--- config.mk ---
export PLATFORM = sky130hd
export DESIGN_NAME = if_fetch_stage
export DESIGN_NICKNAME = d
export VERILOG_FILES = /design/src/rtl/if_fetch_stage_pkg.sv /design/src/rtl/if_fetch_stage_skid.sv /design/src/rtl/if_fetch_stage.sv
export SDC_FILE = /design/constraint.sdc
export NUM_CORES = 1
export LEC_CHECK = 0
export ABC_AREA = 1
export CAP_MARGIN = 20
export CORE_UTILIZATION = 37
export CTS_CLUSTER_DIAMETER = 60
export DETAILED_ROUTE_END_ITERATION = 16
export DONT_BUFFER_PORTS = 1
export PLACE_DENSITY_LB_ADDON = 0.12
export SLEW_MARGIN = 15
export SYNTH_ARGS = -nofsm -noshare
export SYNTH_HDL_FRONTEND = slang
export SYNTH_SLANG_ARGS = --single-unit
--- constraint.sdc ---
create_clock -name clk -period 2.93 [get_ports clk]
set_clock_uncertainty 0.05 [all_clocks]
set_input_delay 0.4395 -clock clk [delete_from_list [all_inputs] [get_ports clk]]
set_output_delay 0.4395 -clock clk [all_outputs]
set_load 0.005 [all_outputs]
--- src/rtl/if_fetch_stage_pkg.sv ---
// if_fetch_stage_pkg: shared fetch-stage types and constants
package if_fetch_stage_pkg;
    typedef enum logic [2:0] {IDLE, FETCH, WAIT, SKID, KILL} fetch_state_e;
    localparam logic [31:0] BUBBLE_INSTR = 32'h0;
    localparam int DEF_PC_STEP = 4;
endpackage

--- src/rtl/if_fetch_stage_skid.sv ---
// if_skid_reg: one-entry {instr, pc} holding buffer with load/clear/valid
module if_skid_reg
    import if_fetch_stage_pkg::*;
#(
    parameter int N = 32
) (
    input  logic         clk,
    input  logic         rst,
    input  logic         load,
    input  logic         clear,
    input  logic [N-1:0] d_instr,
    input  logic [N-1:0] d_pc,
    output logic [N-1:0] q_instr,
    output logic [N-1:0] q_pc,
    output logic         valid
);
    always_ff @(posedge clk) begin
        if (rst || clear) begin
            valid   <= 1'b0;
            q_instr <= N'(BUBBLE_INSTR);
            q_pc    <= '0;
        end else if (load) begin
            valid   <= 1'b1;
            q_instr <= d_instr;
            q_pc    <= d_pc;
        end
    end
endmodule

--- src/rtl/if_fetch_stage.sv ---
// if_fetch_stage: PC owner and imem req/ack fetcher feeding IF/ID with skid and redirect
module if_fetch_stage
    import if_fetch_stage_pkg::*;
#(
    parameter int           N        = 32,
    parameter logic [N-1:0] RESET_PC = '0,
    parameter int           PC_STEP  = DEF_PC_STEP
) (
    input  logic         clk,
    input  logic         rst,
    input  logic         stall,
    input  logic         redirect_valid,
    input  logic [N-1:0] redirect_pc,
    output logic         imem_req,
    output logic [N-1:0] imem_addr,
    input  logic         imem_ack,
    input  logic [N-1:0] imem_rdata,
    output logic [N-1:0] instr_out,
    output logic [N-1:0] pc_out,
    output logic         instr_valid,
    output logic         flush_out
);
    fetch_state_e state, nstate;
    logic [N-1:0] pc, req_addr, skid_instr, skid_pc;
    logic free, issue, pend, cap_mem, cap_skid, skid_load, skid_valid;

    assign flush_out = redirect_valid;

    always_comb begin
        free      = !instr_valid || !stall;
        imem_req  = !rst && (state == WAIT || state == KILL || (state == FETCH && free));
        imem_addr = (state == WAIT || state == KILL) ? req_addr : pc;
        issue     = state == FETCH && imem_req;
        pend      = (issue || state == WAIT || state == KILL) && !imem_ack;
        cap_mem   = imem_ack && (issue || (state == WAIT && free));
        cap_skid  = state == SKID && free && skid_valid;
        skid_load = state == WAIT && imem_ack && !free && !redirect_valid;
        nstate    = redirect_valid   ? (pend ? KILL : FETCH) :
                    state == IDLE    ? FETCH :
                    pend             ? (state == FETCH ? WAIT : state) :
                    state == WAIT    ? (free ? FETCH : SKID) :
                    state == SKID    ? (free ? FETCH : SKID) : FETCH;
    end

    always_ff @(posedge clk) begin
        if (rst) begin
            state       <= IDLE;
            pc          <= RESET_PC;
            req_addr    <= RESET_PC;
            instr_out   <= N'(BUBBLE_INSTR);
            pc_out      <= '0;
            instr_valid <= 1'b0;
        end else begin
            state <= nstate;
            pc    <= redirect_valid ? (redirect_pc & ~N'(3)) : issue ? pc + N'(PC_STEP) : pc;
            if (issue)
                req_addr <= pc;
            if (redirect_valid) begin
                instr_valid <= 1'b0;
                instr_out   <= N'(BUBBLE_INSTR);
            end else if (cap_mem) begin
                instr_valid <= 1'b1;
                instr_out   <= imem_rdata;
                pc_out      <= state == FETCH ? pc : req_addr;
            end else if (cap_skid) begin
                instr_valid <= 1'b1;
                instr_out   <= skid_instr;
                pc_out      <= skid_pc;
            end else if (free) begin
                instr_valid <= 1'b0;
                instr_out   <= N'(BUBBLE_INSTR);
            end
        end
    end

    if_skid_reg #(.N(N)) u_skid (
        .clk     (clk),
        .rst     (rst),
        .load    (skid_load),
        .clear   (redirect_valid),
        .d_instr (imem_rdata),
        .d_pc    (req_addr),
        .q_instr (skid_instr),
        .q_pc    (skid_pc),
        .valid   (skid_valid)
    );
endmodule

==> results.ini <==
[timing]
worst_pin_slew_ns=0.625
timing.hold.ws_ns=0.0481
setup_tns_ns=0
slew_violations=0
hold_violations=0
slew_headroom_pct=58.2
fmax_ghz=0.419
period_share_pct=81.4
rsz0062_at_grt=false
final-setup-viol-count=0
period_minus_slack_ns=2.39

[global_route]
grt_first_pass_wirelength_um=43400
overflow=0
antenna_found_initial=5
grt_max_degree=63
grt_util_all_layers_pct=21.5
grt_pass1_vias=8033

[place]
post-dp-hpwl_um=17600
place_congestion=0.830
port_buffers=0
place_area_um2=9340

[critical_path]
cp-end-kind=output pin
required_ns=2.44
crit_path_max_incr_delay_ns=0.45
r2r_cells=14
crit_fanout=61
worstSetupPathType=reg -> out
crit_chain=inv_2, nand2_1, nand2_1, nand2_2, buf_4, o21ai_0
cp.arrival_ns=1.90
crit_path_start_kind=flip-flop
cp_slowest_cell=buf_4
crit_top_cell=nand2_1

[cells_and_area]
fin_nets=1463
layout_common_cells=nand2_1 (525), dfxtp_1 (189), nor2_1 (140)
postLayoutCellArea_um2=9960
final_common_cell=nand2_1
syn2layout_area_growth_pct=8.21
fill_cells=2655
drive_gt1_share_pct=4.48

[min_path]
hold_class=in -> reg
hold_depth=1

[synthesis]
avgSynthCellArea_um2=6.35
yosys_warnings=0
synth_cell_types=29
async_reset_ff_share_pct=0
synth_edf_count=0
syn_inst=1450
yosys-top-cells-area=dfxtp_1 (41%), nand2_1 (21%), nor2_1 (5.7%)
synth.top_cell.area_share_pct=41.1
synth_top_area_cell=dfxtp_1
seq_area_frac_synth_pct=41.1
synthFlopType=dfxtp_1
syn_area_um2=9210
ys_seq_elements=189

[route]
drt-wirelength-per-cell_um=15.4
first_pass_iters=5
postRouteAntennaNets=0
via_per_inst=4.86
drt-initial-drc-count=610
num_vias=8420
totalWireLength_um=26800
drc=0

[die]
die_h_um=160
start_util_pct=37.8
fp-row-count=57
die_width_um=160
coreArea_um2=24400
die_area_um2=25500
io_pins=168

[cts]
clock_latency_ns=0.43
cts-htree-levels=4
cts_tree=done
cts_resized=0
cts_sinks=189
clk_path_buf_depth=2
hold_buffers=0
clk_pin_slew_ns=0.08
cts_made_buffers=17
post_cts_buffers=0
root_buffer=clkbuf_16

[pwr]
power.density_nw_per_um2=554
static-leakage-power_nw=4.30
peakVddDrop_mv=0.340

[status]
outcome=finished clean

[job]
maxCapViolations=0

==> registers in the layout (all words and copies together) (netlist names) <==
signal and cells:
state 3, instr_out 32, u_skid.q_instr 32, u_skid.q_pc 30
u_skid.valid 1, pc_out 30, req_addr 30, pc 30
instr_valid 1
==> area by class of cell <==
| cell class | count | area [µm²] | area share [%] |
|---|---|---|---|
| flip-flops and latches | 189 | 3780 | 38.0 |
| multi-input cells | 1025 | 4480 | 45.0 |
| clock buffers | 17 | 425 | 4.27 |
| diodes | 2 | 5.00 | 0.0502 |
| inverters | 142 | 533 | 5.35 |
| well taps | 324 | 405 | 4.07 |
| repair buffers | 18 | 135 | 1.36 |
| clock inverters | 15 | 196 | 1.97 |
==> through the flow <==
step / worst slack [ns] / power, W / util (%) / cells
6_report: 0.544 / 0.00552 / 40.9 / 1732
5_1_grt: 0.258 / 0.00576 / 40.8 / 1731
4_1_cts: 0.516 / 0.00559 / 40.8 / 1730
3_5_place_dp: 0.631 / 0.00312 / 38.3 / 1698
3_3_place_gp: 0.666 / 0.00312 / 38.3 / 1698
2_1_floorplan: 1.29 / 0.00304 / - / 1453
==> where the power goes <==
| group | switching [W] | total (W) | internal [W] |
|---|---|---|---|
| combinational | 0.000253 | 0.000360 | 0.000107 |
| clock | 0.00115 | 0.00246 | 0.00131 |
| sequential | 0.0000724 | 0.00270 | 0.00263 |
| total | 0.00147 | 0.00552 | 0.00405 |
==> kinds of logic after synthesis <==
family	after synthesis	synth area share, %
adder cells (fa/ha/maj)	1	0.136
other	1	0.0407
XOR/XNOR	12	1.14
buffers and inverters	239	10.5
AO/OA/AOI/OAI	226	13.2
flip-flops	189	41.1
AND/OR/NAND/NOR	782	33.9
==> worst paths after layout <==
path | startpoint | endpoint | slack, ns
setup / recovery | state[0]$_SDFFE_PP0P_ | imem_addr[2] | 0.54
hold / removal | rst | state[0]$_SDFFE_PP0P_ | 0.05
setup reg to reg | state[0]$_SDFFE_PP0P_ | pc_out[19]$_SDFFE_PP0P_ | 0.73
hold reg to reg | req_addr[31]$_SDFFE_PP0P_ | u_skid.q_pc[31]$_SDFFE_PP0P_ | 0.41
==> critical path, delay by kind of cell (launching register included) <==
family / cells / cell delay (ns)
buf+inv: 2 / 0.53
compound gates: 1 / 0.33
flops: 1 / 0.39
simple gates: 3 / 0.21
==> per-layer routing <==
metal / vias up / share of wire, % / global-route usage, %
li1: 4429 / - / -
met1: 3762 / 48 / 28.4
met2: 197 / 44 / 34.2
met3: 26 / 6.7 / 6.03
met4: 6 / 1.2 / 5.42
met5: - / 0.17 / 0
==> cells in the mapped netlist (2+ instances only) <==
master / instances
xor2_1: 12
dfxtp_1: 189
inv_1: 139
nand4_1: 7
a21oi_1: 85
nand2_2: 4
nand2_1: 525
nor3_1: 12
clkbuf_1: 52
nand3_1: 87
inv_2: 2
buf_2: 34
a211oi_1: 30
o21ai_0: 102
buf_4: 6
nor2_4: 2
nor2_1: 141
buf_1: 4
a31oi_1: 7
No activity file was read; power rests on OpenSTA's default activity.
